$ cat config.mk
export PLATFORM = sky130hd
export DESIGN_NAME = aes_block_packer
export DESIGN_NICKNAME = d
export VERILOG_FILES = /design/src/rtl/aes_pkg.sv /design/src/rtl/aes_block_packer.sv
export SDC_FILE = /design/constraint.sdc
export NUM_CORES = 1
export LEC_CHECK = 0
export ABC_AREA = 1
export CORE_MARGIN = 2
export CORE_UTILIZATION = 49
export DETAILED_ROUTE_END_ITERATION = 6
export PLACE_DENSITY = 0.84
export SYNTH_ARGS = -nofsm -noshare
export SYNTH_HDL_FRONTEND = slang
export SYNTH_SLANG_ARGS = --single-unit
$ cat constraint.sdc
create_clock -name clk -period 2.3 [get_ports clk]
set_clock_uncertainty 0.05 [all_clocks]
set_input_delay 0.69 -clock clk [delete_from_list [all_inputs] [get_ports clk]]
set_output_delay 0.69 -clock clk [all_outputs]
set_load 0.05 [all_outputs]
$ cat src/rtl/aes_pkg.sv
// Shared AES definitions: block geometry, packer state encoding and padding helpers.
package aes_pkg;

  localparam int AES_BLOCK_BYTES = 16;
  localparam int AES_BLOCK_W     = 128;

  typedef logic [AES_BLOCK_W-1:0] aes_block_t;

  typedef enum logic {
    FILL = 1'b0,
    HOLD = 1'b1
  } packer_state_t;

  // Lanes n..15 take the PKCS#7 pad value (16-n); n=16 leaves the block untouched.
  function automatic aes_block_t pkcs7_fill(aes_block_t block, logic [4:0] n);
    aes_block_t res;
    logic [7:0] pad;
    res = block;
    pad = 8'(AES_BLOCK_BYTES - int'(n));
    for (int i = 0; i < AES_BLOCK_BYTES; i++) begin
      if (i >= int'(n)) res[8*(AES_BLOCK_BYTES-1-i) +: 8] = pad;
    end
    return res;
  endfunction

  // Lanes n..15 take a fixed byte value.
  function automatic aes_block_t lane_fill(aes_block_t block, logic [4:0] n, logic [7:0] fill);
    aes_block_t res;
    res = block;
    for (int i = 0; i < AES_BLOCK_BYTES; i++) begin
      if (i >= int'(n)) res[8*(AES_BLOCK_BYTES-1-i) +: 8] = fill;
    end
    return res;
  endfunction

endpackage

$ cat src/rtl/aes_block_packer.sv
// Byte stream to 128-bit AES block packer with end-of-message padding.
// Build option PKCS7_PAD_EN: PKCS#7 padding (incl. extra 0x10 block); otherwise FILL_BYTE fill.
module aes_block_packer
  import aes_pkg::*;
#(
  parameter logic [7:0] FILL_BYTE = 8'h00
) (
  input  logic          clk,
  input  logic          rst_n,
  input  logic          s_valid,
  output logic          s_ready,
  input  logic [7:0]    s_data,
  input  logic          s_last,
  output logic          m_valid,
  input  logic          m_ready,
  output logic [127:0]  m_block,
  output logic          m_last,
  output logic [4:0]    m_nbytes,
  output packer_state_t dbg_state
);

  // Handshake: a transfer happens on a rising edge where valid && ready are both 1;
  // m_valid and the block fields hold steady until that edge.

  packer_state_t state_q, state_d;
  logic [4:0]    cnt_q, cnt_d;
  aes_block_t    blk_q, blk_d;
  logic          last_q, last_d;
  logic [4:0]    nbytes_q, nbytes_d;
`ifdef PKCS7_PAD_EN
  logic          pad_pending_q, pad_pending_d;
`endif

  aes_block_t blk_byte;
  logic [4:0] cnt_inc;

  always_comb begin
    state_d  = state_q;
    cnt_d    = cnt_q;
    blk_d    = blk_q;
    last_d   = last_q;
    nbytes_d = nbytes_q;
`ifdef PKCS7_PAD_EN
    pad_pending_d = pad_pending_q;
`endif
    cnt_inc  = cnt_q + 5'd1;
    blk_byte = blk_q;
    for (int i = 0; i < AES_BLOCK_BYTES; i++) begin
      if (cnt_q[3:0] == 4'(i)) blk_byte[8*(AES_BLOCK_BYTES-1-i) +: 8] = s_data;
    end

    case (state_q)
      FILL: begin
        if (s_valid) begin
          blk_d = blk_byte;
          cnt_d = cnt_inc;
          if (s_last) begin
            state_d  = HOLD;
            nbytes_d = cnt_inc;
`ifdef PKCS7_PAD_EN
            blk_d = pkcs7_fill(blk_byte, cnt_inc);
            // A full final block needs a separate all-0x10 pad block after it.
            if (cnt_inc == 5'd16) begin
              last_d        = 1'b0;
              pad_pending_d = 1'b1;
            end else begin
              last_d = 1'b1;
            end
`else
            blk_d  = lane_fill(blk_byte, cnt_inc, FILL_BYTE);
            last_d = 1'b1;
`endif
          end else if (cnt_inc == 5'd16) begin
            state_d  = HOLD;
            nbytes_d = 5'd16;
            last_d   = 1'b0;
          end
        end
      end
      HOLD: begin
        if (m_ready) begin
`ifdef PKCS7_PAD_EN
          if (pad_pending_q) begin
            blk_d         = {AES_BLOCK_BYTES{8'h10}};
            nbytes_d      = 5'd0;
            last_d        = 1'b1;
            pad_pending_d = 1'b0;
          end else begin
            state_d  = FILL;
            cnt_d    = 5'd0;
            last_d   = 1'b0;
            nbytes_d = 5'd0;
          end
`else
          state_d  = FILL;
          cnt_d    = 5'd0;
          last_d   = 1'b0;
          nbytes_d = 5'd0;
`endif
        end
      end
      default: state_d = FILL;
    endcase
  end

  always_ff @(posedge clk) begin
    if (!rst_n) begin
      state_q  <= FILL;
      cnt_q    <= 5'd0;
      blk_q    <= '0;
      last_q   <= 1'b0;
      nbytes_q <= 5'd0;
`ifdef PKCS7_PAD_EN
      pad_pending_q <= 1'b0;
`endif
    end else begin
      state_q  <= state_d;
      cnt_q    <= cnt_d;
      blk_q    <= blk_d;
      last_q   <= last_d;
      nbytes_q <= nbytes_d;
`ifdef PKCS7_PAD_EN
      pad_pending_q <= pad_pending_d;
`endif
    end
  end

  assign s_ready   = (state_q == FILL);
  assign m_valid   = (state_q == HOLD);
  assign m_block   = blk_q;
  assign m_last    = last_q;
  assign m_nbytes  = nbytes_q;
  assign dbg_state = state_q;

endmodule
Yosys cells after proc, flatten, opt, wreduce, memory -nomap -nowiden
Cells that the tools add are included.

storage, ports and cells
  flip-flop bits (word level) = 140
  latch bits = 0
  RAM bits = 0
  ROM bits = 0
  output and inout bits = 137
  word-level logic and storage cells = 96
  memories kept = 0

operators by class
  add/sub/neg operators = 1
  multiply operators = 0
  div/mod/pow operators = 0
  $lt $le $gt $ge = 16
  equal/unequal tests = 19
  shift operators = 0
  multiplexer cells = 50
  bitwise operators = 1
  reduce and logical (&&, ||, !) cells = 4

operator list
  kind                                                              number
  2-to-1 mux 8 bit                                                  32
  2-to-1 mux 128 bit                                                1
  greater-or-equal comparator 4 x 5 -> 1 bit, first input constant  8
  == test 4 bit, second input constant                              8
  2-to-1 mux 5 bit                                                  5
  greater-or-equal comparator 3 x 5 -> 1 bit, first input constant  4
  case mux 5 bit (2 select lines)                                   2
  == test 4 x 3 -> 1 bit, second input constant                     4
  greater-or-equal comparator 1 x 5 -> 1 bit, first input constant  2
  greater-or-equal comparator 2 x 5 -> 1 bit, first input constant  2
  == test 4 x 2 -> 1 bit, second input constant                     2
  2-to-1 mux 1 bit                                                  8
  adder 5 x 1 -> 5 bit, second input constant                       1
  == test 5 bit, second input constant                              1
  == test 4 x 1 -> 1 bit, second input constant                     1
  logical NOT 4 bit                                                 1
  inequality test 2 bit, second input constant                      2
  case mux 1 bit (2 select lines)                                   2
  AND reduction 2 bit                                               2
  inequality test 3 x 1 -> 1 bit, second input constant             1
  AND reduction 3 bit                                               1
  NOT 1 bit                                                         1

Logic depth before layout (Yosys ltp)
Gate-level depths: netlist (run 1).

  depth after elaboration = 6
  depth in mapped cells = 12
  mapped depth without buffers = 12

Least setup slack after synthesis (run 1)
Ideal clock, no wire load.

  path type = input -> register
  start point = in s_valid
  end point = reg blk_q[119] (netlist: m_block[119])
  arrival time = 1709 ps
  data required time = 2133 ps
  path slack = 424 ps
  stages on the path = 9
  cell sequence = inv_1 > nor2_2 > buf_4 > nand2_4 > nor3_4 > buf_2 > nand2_1 > o2111ai_1 > inv_1

between the ends
  cells in the longest elaborated chain, start to end = 1

ends and longest elaborated chain
  what                                  line                     source
  start: declaration                    aes_block_packer.sv:10   input logic s_valid,
  AND reduction 2 bit (no source line)  -
  end signal: assignment                aes_block_packer.sv:119  blk_q <= blk_d;
  end: declaration                      aes_block_packer.sv:27   aes_block_t blk_q, blk_d;

Every way passes these cells.
A chain may end at the register's enable or synchronous reset.

Worst setup path in the final report (run 1)
  start point = reg blk_q[43] (netlist: m_block[43])
  end point = out m_block[43]

RTL lines
  what              line                    source
  end: declaration  aes_block_packer.sv:16  output logic [127:0] m_block,

No word-level cell between the ends.

==> impl_metrics.yaml, run 1 <==
die:
  die_h_um: 115
  io_pins: 150
  rows: 40
  core_mm2: 0.0120
  initial_core_util: 0.501
  die_w_um: 115
  die_area_mm2: 0.0132
sta:
  rsz0062_at_grt: "false"
  setup_violations: 0
  tns_ns: 0
  holdWs_ns: 0.441
  period_needed_ns: 2.10
  tightest_slew_ns: 0.581
  hold_violations: 0
  finalMaxSlewViolations: 0
  fin_crit_sh: 0.913
  fmax_mhz: 476
  max-slew-margin-rel: 0.612
synth:
  synth.yosys.seq_area_share: 0.466
  synth_warnings: 0
  synthCells: 765
  synth-seq-cells: 140
  syn-mean-instance-area_um2: 7.86
  ys_types: 36
  synth_edf_count: 0
  yosys-top-cells-area: "dfxtp_1 47%, nand2_1 9.2%, o21ai_0 7.0%, nor2_1 5.4%, a21oi_1 4.2%"
  syn_nets: 784
  synthArstFlopShare: 0
  yosys.area.top_type_share: 0.466
  synth.most_common_cell: "nand2_1"
  yosysTopAreaCell: "dfxtp_1"
  netlist_area_mm2: 0.00601
  ys_dominant_reg_cell: "dfxtp_1"
  synth_commonest_cells: "148 x nand2_1, 140 x dfxtp_1, 87 x nor2_1"
global_routing:
  grt_pass1_wl_um: 28300
  grt_max_degree: 49
  grt_usage: 0.277
  grt_overflow: 0
  grt_pass1_vias: 5480
  antenna_found_initial: 0
setup_path:
  critPathTopFamily: "buffers and inverters"
  cp.arrival_ns: 1.36
  crit_chain: "dlygate4sd2_1"
  critPathSlowestCell: "dlygate4sd2_1"
  path_max_fanout: 3
  path_class: "flop to primary output"
  end_kind: "primary output"
  slowest_delay_ns: 0.56
  start_kind: "flop"
  cp.required_ns: 1.56
  cp_num_buf_inv: 1
power_and_ir_drop:
  p_seq_frac: 0.426
  clock_power_share: 0.437
  cellLeakagePower_nw: 4.01
  ir_drop_mv: 0.553
  p_sw_mw: 1.61
  powerDensity_mw_per_mm2: 705
  p_int_mw: 4.35
  p_comb_frac: 0.137
  p_sw_frac: 0.270
clock_tree:
  numCtsBuffers: 17
  root_buffer: "clkbuf_16"
  cts_sinks: 140
  path_clk_slew_ns: 0.06
  tritoncts: "yes"
  cts_buffer_depth: 2
  cts_max_level: 4
  clk_latency_ns: 0.42
place:
  gp_congestion: 0.873
  place_hpwl_um: 12400
  io_buffers: 149
flow_run:
  drv_cap: 0
drt:
  wirelength_um: 18100
  vias_per_cell: 5.53
  remaining_drc_errors: 0
  wire_per_inst_um: 16.4
  dr.pass1.iters: 7
  detailedRoute.firstIterationViolations: 855
  route.antenna.remaining_nets: 0
  num_vias: 6107
hold_path:
  hold_path.class: "flop to flop"
layout:
  multi_input_area_mm2: 0.00278
  n_fill_cell: 989
  num_antenna_cells: 0
  nets: 964
  layout.area.seq_mm2: 0.00280
  syn2layout_area_growth_pct: 40.6
  drive_gt1_frac: 0.159
status:
  status: "completed"
-- power by group through the flow --
stage / clock network [mW] / logic (mW) / registers (mW)
finish: 2.60 / 0.817 / 2.54
global route: 2.74 / 0.873 / 2.54
CTS: 2.62 / 0.811 / 2.54
detailed placement: 0 / 0.840 / 2.59
global placement: 0 / 0.830 / 2.59
floorplan: 0 / 0.333 / 2.79
-- through the flow --
stage | area, µm² | total power [mW] | instances | setup WS (ns) | utilization
finish | 8450 | 5.96 | 1104 | 0.200 | 0.704
CTS | 8440 | 5.97 | 1104 | 0.000233 | 0.702
global route | 8450 | 6.16 | 1104 | 0.117 | 0.704
global placement | 8010 | 3.42 | 1073 | -0.0146 | 0.667
floorplan | 6010 | 3.12 | 765 | 0.424 | -
detailed placement | 8010 | 3.43 | 1073 | -0.0820 | 0.667
-- repair_timing --
item | CTS | global route
setup buffers | 0 | 0
cloned | 0 | 0
gates resized for setup | 113 | 7
hold buffers | 0 | 0
endpoints found under the setup margin | 113 | 7
-- metal layers --
layer,part of all wire,GRT usage,vias to the layer above
li1,-,-,2961
met1,0.41,0.347,2850
met2,0.49,0.456,260
met3,0.078,0.0759,36
met4,0.025,0.106,0
met5,0,0,-
-- flip-flops by register name, indices dropped and copies added (netlist names) --
register	count
m_nbytes	5
m_last	1
m_block	128
cnt_q	5
dbg_state	1
-- final cells by class --
| class | instances | share of cell area |
|---|---|---|
| sequential | 140 | 0.332 |
| clock inverter | 6 | 0.00710 |
| timing repair buffer | 206 | 0.226 |
| inverter | 57 | 0.0253 |
| tap | 147 | 0.0218 |
| clock buffer | 25 | 0.0598 |
| multi-input combinational | 523 | 0.329 |
-- final timing paths --
check                              to                startpoint  cells after the start  slack [ns]
min reg2reg  m_nbytes[0]$_SDFFE_PN0P_  m_nbytes[0]$_SDFFE_PN0P_                      2        0.44
max reg2reg  m_block[89]$_SDFFE_PN0P_     cnt_q[1]$_SDFFE_PN0P_                      8        0.27
max                       m_block[43]  m_block[43]$_SDFFE_PN0P_                      1        0.20
min          m_nbytes[0]$_SDFFE_PN0P_  m_nbytes[0]$_SDFFE_PN0P_                      2        0.44
-- logic make-up (layout without fill, tap and decap cells) --
logic type | after synthesis | after routing | share of synthesized area
simple gates | 311 | 311 | 0.236
buf+inv | 102 | 294 | 0.0730
fa+ha+maj | 6 | 6 | 0.0125
flops | 140 | 140 | 0.466
compound gates | 206 | 206 | 0.212
-- layout by cell type, fill, tap and decap left out, drive strengths merged, types with 2 or more instances in the layout --
cell and n:
a211oi 33, dfxtp 140, nand2 158, clkdlybuf4s50 11, nand3 15, nor3 18, nand4 15, o2111ai 16
clkbuf 25, buf 75, clkinvlp 2, clkinv 3, inv 57, ha 6, o221ai 7, dlygate4sd2 113
nor2 104, o21ai 88, o211ai 8, dlymetal6s2s 7, a21oi 51, a31oi 3
Note: power is estimated with default switching activity, not from simulation.
==> inputs of run 2 (changes only) <==
--- a/config.mk
+++ b/config.mk
@@ -13,3 +13,4 @@
 export SYNTH_ARGS = -nofsm -noshare
 export SYNTH_HDL_FRONTEND = slang
 export SYNTH_SLANG_ARGS = --single-unit
+export TNS_END_PERCENT = 10
==> results of run 2 <==
The final DEF is identical to that of run 1; final timing and power are the same.
==> inputs of run 3 (changes only) <==
--- a/config.mk
+++ b/config.mk
@@ -6,6 +6,7 @@
 export NUM_CORES = 1
 export LEC_CHECK = 0
 export ABC_AREA = 1
+export CAP_MARGIN = 20
 export CORE_MARGIN = 2
 export CORE_UTILIZATION = 49
 export DETAILED_ROUTE_END_ITERATION = 6
==> results of run 3 <==
The final DEF is identical to that of run 1; final timing and power are the same.
==> patch: new RTL, config.mk and constraints of run 3 <==
Take the reset off `nbytes_q` and load it in a clocked block of its own.
--- a/src/rtl/aes_block_packer.sv
+++ b/src/rtl/aes_block_packer.sv
@@ -111,3 +111,2 @@
       last_q   <= 1'b0;
-      nbytes_q <= 5'd0;
 `ifdef PKCS7_PAD_EN
@@ -120,3 +119,2 @@
       last_q   <= last_d;
-      nbytes_q <= nbytes_d;
 `ifdef PKCS7_PAD_EN
@@ -125,2 +123,6 @@
     end
+  end
+
+  always_ff @(posedge clk) begin
+    nbytes_q <= nbytes_d;
   end
Formal check against the unedited RTL: not equivalent (Yosys sat finds a counterexample within 4 cycles, from zero or initial values and one cycle with rst_n low).
==> patch against run 3 <==
Final area is 0.68% higher; wire length rose by 7.5%; first-iteration DRC count fell by 20%; worst setup slack worse by 0.058 ns; worst hold slack improved by 0.0030 ns; sequential share of layout area up 0.36 points; final cell count is 5.6% higher; area after synthesis increased by 3.1%; total power rose by 12%; global-route usage is 1.3 points higher; sequential cell count stayed put; via count grew 4.7%; non-clock buffer count down 6; critical endpoint is now m_block[52].
==> patch: results (changes against run 3) <==
power_and_ir_drop:
  combinationalPowerShare_pct: 17.0  # +3.3 points
  ir_drop_mv: 0.389  # -30%
  power_leakage_nw: 3.84  # -4.1%
  power_spent_charging_and_discharging_nets_mw: 1.95  # +21%
status:
  status: "completed"
global_routing:
  groute.layer.met3.usage_pct: 6.75  # -0.84 points
  gr-usage-met2_pct: 46.2  # +0.60 points
  grt_pass1_wl_microns: 30000  # +6.3%
  met1_usage_pct: 37.3  # +2.6 points
  grt_util_all_layers_pct: 28.9  # +1.3 points
placed_design:
  dp_worst_setup_slack_ns: -0.0119  # +0.0700 ns
  gpl.final_weighted_congestion: 0.931  # +6.7%
  post-place-cells: 1135  # +5.8%
  placement.cell_area_sq_um: 8030  # +0.19%
  dpl.hpwl_microns: 12800  # +3.0%
sta:
  min_period_over_period_pct: 93.8  # +2.5 points
  slew-limit-headroom_pct: 54.3  # -6.9 points
worst_setup_path:
  count_of_cells_along_the_worst_register_to_register_path: 9  # +1
  crit_end: "m_block[52]"
  cp_slowest_cell: "dfxtp_1"
  timing.critical_path.arrival_ns: 2.43  # +1.07 ns
  critical_path.reg2reg.startpoint: "cnt_q[0]"
synth:
  syn-num-nets: 834  # +6.4%
  synth_mux_area_share_pct: 1.29  # +1.3 points
  synthTopCellsByArea: "dfxtp_1 44%, nand2_1 12%, o21ai_0 11%"
  syn_avg_cell_area_sq_um: 7.61  # -3.3%
final_layout:
  fin_nets: 1001  # +3.8%
  post_layout_nonfiller_instances: 1166  # +5.6%
drt:
  drt_pre_antenna_iters: 5  # -2
  wl_met3_microns: 1460  # +3.5%
  m1WireLength_microns: 8030  # +8.1%
[patch: changes by cell type in the layout (fill, tap and decap cells not counted), sizes merged, moves of 7 or more]
cell,run 3,this run
a21oi,51,105
o21ai,88,141
nand2,158,197
nor2,104,65
a211oi,33,8
inv,57,38
o2111ai,16,0
nand4,15,5
mux2i,0,8
nor3b,0,8
dlymetal6s2s,7,0
nor3,18,11
o221ai,7,14
[patch: repair_timing]
| action | CTS | global route |
|---|---|---|
| cloned | 0 | 0 |
| setup endpoints to repair | 112 | 4 |
| resized for setup | 112 | 1 |
| pin swaps | 0 | 0 |
| setup buffers | 0 | 0 |
[patch: final cells by class]
class | instances | area, sq um | share of cell area (%)
multi-input combinational | 586 | 2950 | 34.7
clock buffer | 19 | 453 | 5.32
timing repair buffer | 200 | 1730 | 20.3
tap | 172 | 215 | 2.53
sequential | 140 | 2850 | 33.5
clock inverter | 12 | 168 | 1.97
inverter | 37 | 140 | 1.65
